<file path="config.mk">
export PLATFORM = sky130hd
export DESIGN_NAME = vx_commit_collector
export DESIGN_NICKNAME = d
export VERILOG_FILES = /design/src/rtl/vx_commit_collector.sv
export SDC_FILE = /design/constraint.sdc
export NUM_CORES = 1
export LEC_CHECK = 0
export BUFFER_PORTS_ARGS = -buffer_cell sky130_fd_sc_hd__buf_4
export CORE_AREA = 2 2 193 195
export DETAILED_ROUTE_END_ITERATION = 12
export DIE_AREA = 0 0 195 197
export GPL_ROUTABILITY_DRIVEN = 0
export MAX_ROUTING_LAYER = met4
export SLEW_MARGIN = 20
export SYNTH_ARGS = -nofsm -noshare
export SYNTH_HDL_FRONTEND = slang
export SYNTH_SLANG_ARGS = --single-unit
</file>
<file path="constraint.sdc">
create_clock -name clk -period 22.8 [get_ports clk]
set_input_delay 3.42 -clock clk [delete_from_list [all_inputs] [get_ports clk]]
set_output_delay 3.42 -clock clk [all_outputs]
set_load 0.01 [all_outputs]
</file>
<file path="src/rtl/vx_commit_collector.sv">
// Commit collector: buffers commit packets in a 2-entry FIFO, drives register-file writeback, checks per-warp sop/eop sequencing.
// Retired-instruction / active-lane counters exist only when VX_COMMIT_COLLECTOR_PERF_EN is defined.
`ifndef NUM_THREADS
`define NUM_THREADS 4
`endif
`ifndef NUM_WARPS
`define NUM_WARPS 4
`endif
`ifndef UUID_WIDTH
`define UUID_WIDTH 44
`endif
`ifndef XLEN
`define XLEN 32
`endif
`ifndef NR_BITS
`define NR_BITS 5
`endif
`ifndef LOG2UP
`define LOG2UP(x) (((x) > 1) ? $clog2(x) : 1)
`endif

module vx_commit_collector #(
    parameter int NUM_LANES  = `NUM_THREADS,
    parameter int WARP_CNT   = `NUM_WARPS,
    parameter int PID_WIDTH  = `LOG2UP(`NUM_THREADS / NUM_LANES),
    localparam int WID_W     = `LOG2UP(WARP_CNT),
    localparam int WARP_SLOTS = 1 << WID_W,
    localparam int WDATA_W   = NUM_LANES * `XLEN,
    localparam int PKT_W     = `UUID_WIDTH + WID_W + NUM_LANES + `XLEN + 1 + `NR_BITS
                               + WDATA_W + PID_WIDTH + 2
) (
    input  logic                  clk,
    input  logic                  reset,
    input  logic                  commit_valid,
    input  logic [PKT_W-1:0]      commit_data,
    output logic                  commit_ready,
    output logic                  wb_valid,
    output logic [WID_W-1:0]      wb_wid,
    output logic [`NR_BITS-1:0]   wb_rd,
    output logic [NUM_LANES-1:0]  wb_tmask,
    output logic [WDATA_W-1:0]    wb_data,
    output logic [PID_WIDTH-1:0]  wb_pid,
    input  logic                  wb_ready,
    output logic                  seq_err,
    output logic [WID_W-1:0]      seq_err_wid,
    output logic [63:0]           perf_instr_cnt,
    output logic [63:0]           perf_lane_cnt
);

    typedef struct packed {
        logic [`UUID_WIDTH-1:0] uuid;
        logic [WID_W-1:0]       wid;
        logic [NUM_LANES-1:0]   tmask;
        logic [`XLEN-1:0]       pc;
        logic                   wb;
        logic [`NR_BITS-1:0]    rd;
        logic [WDATA_W-1:0]     data;
        logic [PID_WIDTH-1:0]   pid;
        logic                   sop;
        logic                   eop;
    } commit_pkt_t;

    typedef struct packed {
        logic [WID_W-1:0]       wid;
        logic [NUM_LANES-1:0]   tmask;
        logic                   wb;
        logic [`NR_BITS-1:0]    rd;
        logic [WDATA_W-1:0]     data;
        logic [PID_WIDTH-1:0]   pid;
    } fifo_entry_t;

    commit_pkt_t           in_pkt;
    fifo_entry_t           in_entry;
    fifo_entry_t           head;
    fifo_entry_t           mem_q [2];
    fifo_entry_t           mem_d [2];
    logic [1:0]            count_q, count_d;
    logic                  rd_ptr_q, rd_ptr_d;
    logic                  wr_ptr_q, wr_ptr_d;
    logic [WARP_SLOTS-1:0] in_prog_q, in_prog_d;
    logic                  seq_err_q, seq_err_d;
    logic [WID_W-1:0]      seq_err_wid_q, seq_err_wid_d;
    logic                  head_valid;
    logic                  push;
    logic                  pop;
    logic                  seq_viol;
    logic                  unused_pkt_fields;

    assign in_pkt   = commit_data;
    assign in_entry = '{wid: in_pkt.wid, tmask: in_pkt.tmask, wb: in_pkt.wb,
                        rd: in_pkt.rd, data: in_pkt.data, pid: in_pkt.pid};
    assign unused_pkt_fields = ^{in_pkt.uuid, in_pkt.pc};

    // Ready depends only on registered occupancy (and reset), never on wb_ready.
    assign head_valid   = (count_q != 2'd0);
    assign head         = mem_q[rd_ptr_q];
    assign commit_ready = reset && (count_q != 2'd2);
    assign push         = commit_valid && commit_ready;
    assign pop          = head_valid && (!head.wb || wb_ready);

    assign wb_valid = reset && head_valid && head.wb;
    assign wb_wid   = head.wid;
    assign wb_rd    = head.rd;
    assign wb_tmask = head.tmask;
    assign wb_data  = head.data;
    assign wb_pid   = head.pid;

    always_comb begin
        count_d  = count_q + 2'(push) - 2'(pop);
        rd_ptr_d = rd_ptr_q;
        wr_ptr_d = wr_ptr_q;
        mem_d    = mem_q;
        if (push) begin
            mem_d[wr_ptr_q] = in_entry;
            wr_ptr_d        = ~wr_ptr_q;
        end
        if (pop) begin
            rd_ptr_d = ~rd_ptr_q;
        end
    end

    // A new instruction must start on an idle warp; a continuation needs one in progress.
    assign seq_viol = in_pkt.sop ? in_prog_q[in_pkt.wid] : !in_prog_q[in_pkt.wid];

    always_comb begin
        in_prog_d     = in_prog_q;
        seq_err_d     = seq_err_q;
        seq_err_wid_d = seq_err_wid_q;
        if (push) begin
            in_prog_d[in_pkt.wid] = !in_pkt.eop;
            if (seq_viol && !seq_err_q) begin
                seq_err_d     = 1'b1;
                seq_err_wid_d = in_pkt.wid;
            end
        end
    end

    always_ff @(posedge clk) begin
        if (!reset) begin
            count_q       <= 2'd0;
            rd_ptr_q      <= 1'b0;
            wr_ptr_q      <= 1'b0;
            in_prog_q     <= '0;
            seq_err_q     <= 1'b0;
            seq_err_wid_q <= '0;
        end else begin
            count_q       <= count_d;
            rd_ptr_q      <= rd_ptr_d;
            wr_ptr_q      <= wr_ptr_d;
            in_prog_q     <= in_prog_d;
            seq_err_q     <= seq_err_d;
            seq_err_wid_q <= seq_err_wid_d;
        end
    end

    // Payload storage carries no reset; occupancy alone qualifies it.
    always_ff @(posedge clk) begin
        for (int i = 0; i < 2; i++) begin
            mem_q[i] <= mem_d[i];
        end
    end

    assign seq_err     = seq_err_q;
    assign seq_err_wid = seq_err_wid_q;

`ifdef VX_COMMIT_COLLECTOR_PERF_EN
    logic [63:0] perf_instr_q, perf_instr_d;
    logic [63:0] perf_lane_q, perf_lane_d;

    function automatic logic [63:0] lane_popcount(input logic [NUM_LANES-1:0] mask);
        logic [63:0] n;
        n = '0;
        for (int i = 0; i < NUM_LANES; i++) begin
            n = n + 64'(mask[i]);
        end
        return n;
    endfunction

    always_comb begin
        perf_instr_d = perf_instr_q;
        perf_lane_d  = perf_lane_q;
        if (push) begin
            if (in_pkt.eop) begin
                perf_instr_d = perf_instr_q + 64'd1;
            end
            perf_lane_d = perf_lane_q + lane_popcount(in_pkt.tmask);
        end
    end

    always_ff @(posedge clk) begin
        if (!reset) begin
            perf_instr_q <= '0;
            perf_lane_q  <= '0;
        end else begin
            perf_instr_q <= perf_instr_d;
            perf_lane_q  <= perf_lane_d;
        end
    end

    assign perf_instr_cnt = perf_instr_q;
    assign perf_lane_cnt  = perf_lane_q;
`else
    assign perf_instr_cnt = '0;
    assign perf_lane_cnt  = '0;
`endif

endmodule
</file>
Word level (Yosys, flattened, before mapping)
Cells that the tools add are included.
{ "word_totals": {"rom_bits": 0, "mem_bits_rw": 0, "latchBits": 0, "input_bits": 223, "n_memories": 0, "register_bits": 293, "out_inout_bits": 273} }
{ "op_classes": {"multipliers": 0, "n_eq_ne": 1, "addsub": 2, "n_bitwise": 4, "shifts": 0, "div": 0, "magnitude_cmp": 5, "muxes": 12, "reduce_logical": 15} }
{ "ops": {"columns": ["operator", "count"], "rows": [
  ["two-way mux 141 bit", 4],
  ["bitwise mux 282 bit", 1],
  ["demux 141 bit (select 1 bit)", 1],
  ["logical AND 1 bit", 8],
  ["bitwise mux 4 bit", 1],
  ["greater-or-equal comparator 2 bit (second input constant)", 2],
  ["logical NOT 1 bit", 4],
  ["inverter 1 -> 2 bit", 2],
  ["< comparator 2 x 3 -> 1 bit (second input constant)", 1],
  ["two-way mux 1 bit", 3],
  ["adder 2 x 1 -> 2 bit", 1],
  ["binary-select mux 1 bit (select 2 bit)", 1],
  ["demux 1 bit (select 2 bit)", 1],
  ["greater-or-equal comparator 2 x 1 -> 1 bit (second input constant)", 1],
  ["< comparator 2 x 1 -> 1 bit (second input constant)", 1],
  ["inequality test 2 bit (second input constant)", 1],
  ["inverter 1 bit", 2],
  ["AND reduction 2 bit", 1],
  ["nonzero test 2 bit", 1],
  ["subtractor 2 x 1 -> 2 bit", 1],
  ["logical OR 1 bit", 1]
]} }

Logic depth before layout (Yosys ltp)
{ "depth": {"depth_word": 8, "mapped_depth": 10} }

Least setup slack after synthesis
Ideal clock, no wire load.
{ "synth_path": {"path_kind": "input -> register", "from": "in reset", "to": "reg mem_q[141] (netlist bit), enable pin", "path_buffers": 1, "setup_ps": 648, "stages": 4, "setup_slack_ps": 12488, "arrival_time_ps": 9664, "path_cell_list": "and3_1 -> buf_6 -> inv_6 -> nor2_1"} }
{ "synth_between": {"elab_chain_len": 2} }
{ "synth_lines": {"columns": ["element", "line_no", "source"], "rows": [
  ["start: declaration", "33", "input logic reset,"],
  ["logical AND 1 bit", "97", "assign commit_ready = reset && (count_q != 2'd2);"],
  ["logical AND 1 bit", "98", "assign push = commit_valid && commit_ready;"],
  ["end signal: indexed assignment", "159", "mem_q[i] <= mem_d[i];"],
  ["end: declaration", "75", "fifo_entry_t mem_q [2];"]
]} }
Every way passes these cells.
A chain may end at the register's enable or synchronous reset.

Final worst setup path
{ "layout_path": {"from": "in reset", "to": "out wb_valid"} }
{ "layout_between": {"elab_chain_len": 2} }
{ "layout_lines": {"columns": ["element", "line_no", "source"], "rows": [
  ["logical AND 1 bit (2 in series)", "101", "assign wb_valid = reset && head_valid && head.wb;"],
  ["end: declaration", "37", "output logic wb_valid,"]
]} }
Every way passes these cells.

==> results.md <==
- Buf+Inv Stages, Crit Path: 3
- Post-route minimum period: between 7 and 8 ns
- CTS buffer count: 34
- Crit-path max cell delay: 0.36 ns
- Final core utilization: 41.2%
- Post-synth cell types: 31
- Slowest-stage cell, CP: a211oi_1
- Final worst slack: 15.21 ns
- Initial Util: 32.1%
- Leak: roughly 5.7 nW
- Post-synth top flop: edfxtp_1
- M2 GR Usage: 19.7%
- Via density: 4.19
- Syn Area/Cell: approximately 19 um^2
- Share of layout cells above drive strength 1: between 40% and 50%
- Critical Path, Cell by Cell: buf_4 -> inv_2 -> a211oi_1 -> buf_4
- Clk pwr share: 34.4%
- Startpoint Class: input pin
- 1st-pass router iterations: 4
- Setup WS pre-CTS: 15.24 ns
- Dpl cell area: 13,900 um^2
- Seq/Total Area, Yosys: 74.8%
- Most frequent cells in the layout: buf_4 (297), edfxtp_1 (282), conb_1 (128)
- Worst Max-Slew Pin Slew: 1.11 ns
- Combinational share of power: 22.9%
- Clock transition at the registers of the reported paths: 0.05 ns
- Max-cap violations: 0
- RSZ-0062 raised after global routing: false
- Synth warn: 0
- Antenna violations before repair: 1
- Register bit total from synthesis: 293
- GRT overflow: 0
- Reg2Reg Depth: 5
- Critical Path AT: 4.17 ns
- Hold-critical path depth: 2
- Ratio of final minimum period to clock period: ~33%
- Switching Share: 26.2%
- Hold_sp: seq_err_wid[1]$_SDFFE_PN0P_
- Core area: ~36,000 um^2
- Peak VDD IR: 0.0000757 V
- Gr usage total: 11.9%
- Power density of the placed cells: between 100 and 150 nW/um^2
- Compound-gate portion of the synthesized area: 1.02%
- CTS root buf: clkbuf_16
- Overall Power: ~1.5 mW
- IO Port Bufs: 291
- Die ar.: 38,400 um^2
- Final Skew: about 0.024 ns
- Crit path max-delay family: buffers and inverters
- DRT iter0 DRCs: 223
- Placed cell count: 1,369
- Crit. Startpoint: reset
- H-tree levels: 2
- Fill count: around 3,300
- GRT Max-Usage Layer: met2
- XOR/XNOR Fraction of Synth Area: 0.377%
- Die Ht: 197 um
- Final Max Slew Viols: 0
- Hpwl dp: 15,200 um
- Post_cts resized: 0
- TritonCTS Sinks: 293
- Largest net degree at the start of global routing: 73
- Setup TNS: 0 ns
- Status: complete, no violations
- Cell Count, Final, Fillers Out: about 1,400
- Required time of the critical path: about 19 ns
- Worst-Skew Late Latency: 0.53 ns
- Die Width: about 200 um
- Final Hold Violating Endpoints: 0
- Kind of end point of the critical path: output port
- I/O pin total: ~500
- Global-route wire length before repair: between 30,000 and 40,000 um
- Met3 GRT Util: 5.03%
- Worst setup endpoint: wb_valid
- Switch Pwr: 0.397 mW
- Fin nets: 1,162
- Async SR Flop Fraction: 0%
- # rows: 70
- Slew headroom: 26.3%
- Post-synth EDFFs: 282
- Most common cell after layout, fill and taps aside: buf_4
- Vias in the first global route: 6,056
- CP Depth: 4
- Worst Path Max Fanout: 9
- Setup Buffers After CTS: 0
- Largest family of logic cells by synthesized area: multiplexers
- Routed wire length: 23,200 um
- WL per Instance: between 15 and 20 um
- Met1 Usage GRT: 12.8%
- Synth-to-layout area growth: 28.7%
- Worst min-delay path class: reg2reg
- Post-Syn Instances: 622
- Worst path most repeated cell: buf_4
- Sequential Power Share: 42.8%
- Total number of vias: 5,990
- Worst Path Class, Setup: in2out
- Peak Freq: 132 MHz
- CTS max path bufs: 3
- Hold slack final: 0.498 ns
- Reg2reg start: count_q[0]$_SDFF_PN0_
- CTS tree: yes
- Post-Syn Area: 11,600 um^2
- Final Instance Area: 15,000 um^2
- DRC violations left: 0
- Reg2reg end: mem_q[243]$_DFFE_PP_
- Mux share of post-synthesis cell area: 13.8%
- Reg2Reg Setup Slack: 19.97 ns
- P_int: 1.12 mW
- # setup viols final: 0
- Simple-Gate Fraction of Synth Area: 0.484%
- Antenna-violating nets left: 0
- Hold_buf cts: 0
- Adder-cell share of the synthesized area: 0.215%
-- flip-flops by register name (all words and copies together), names as in the netlist --
| name | count |
|---|---|
| in_prog_q | 4 |
| wr_ptr_q | 1 |
| rd_ptr_q | 1 |
| count_q | 2 |
| seq_err_wid | 2 |
| seq_err | 1 |
| mem_q | 282 |
-- routing by layer --
metal / part of all wire (%) / wire, um
met1: 38 / 8880
met2: 50 / 11700
met3: 8.8 / 2050
met4: 2.5 / 592
met5: 0 / 0
-- power by group through the flow --
stage	clock, mW	sequential [mW]	combinational, mW
2_1_floorplan	0	0.662	0.208
3_3_place_gp	0	0.658	0.352
3_5_place_dp	0	0.660	0.353
4_1_cts	0.540	0.648	0.355
5_1_grt	0.559	0.652	0.372
6_report	0.521	0.648	0.347
-- cells by family (layout without fill, tap and decap cells) --
logic type                 count (synthesis)  in the layout
DFF                                      293            293
buffers and inverters                    152            365
muxes                                    142            142
AOI/OAI and AO/OA                         16             16
and+or+nand+nor                           11             11
xor gates and xnor gates                   5              5
adders and majority gates                  2              2
other                                      1            129
-- worst min-delay path, stage by stage, from the launching register on --
cell and delay (ns):
dfxtp_1 0.32, o311ai_1 0.07, o41ai_1 0.06
-- layout make-up --
class                      instances  area, um^2  share of cell area [%]
inverter                           7        31.3                   0.209
tap                              468         586                    3.92
clock buffer                      41         877                    5.87
timing repair buffer             297        2230                    14.9
multi-input combinational        304        2340                    15.7
clock inverter                    20         193                    1.29
sequential                       293        8690                    58.1
antenna                            1        2.50                  0.0167
-- synth_stat cells (2+ instances only) --
cell type / count / area share, %
ha_1: 2 / 0.22
a311oi_1: 4 / 0.30
edfxtp_1: 282 / 73
buf_4: 128 / 8.3
buf_2: 11 / 0.47
nor2_1: 5 / 0.16
o311ai_1: 2 / 0.15
a31oi_1: 2 / 0.11
and2_1: 2 / 0.11
o41ai_1: 2 / 0.15
mux2_2: 84 / 8.1
mux2_1: 56 / 5.4
xnor2_1: 4 / 0.30
a21oi_1: 3 / 0.13
inv_1: 5 / 0.16
clkbuf_1: 5 / 0.16
dfxtp_1: 11 / 1.9
-- worst min path at each step --
stage                                  endpoint
finish              seq_err_wid[1]$_SDFFE_PN0P_
CTS                 seq_err_wid[1]$_SDFFE_PN0P_
detailed placement  seq_err_wid[1]$_SDFFE_PN0P_
global placement    seq_err_wid[1]$_SDFFE_PN0P_
global route        seq_err_wid[1]$_SDFFE_PN0P_
floorplan             in_prog_q[2]$_SDFFE_PN0P_
Note: power is estimated with default switching activity, not from simulation.
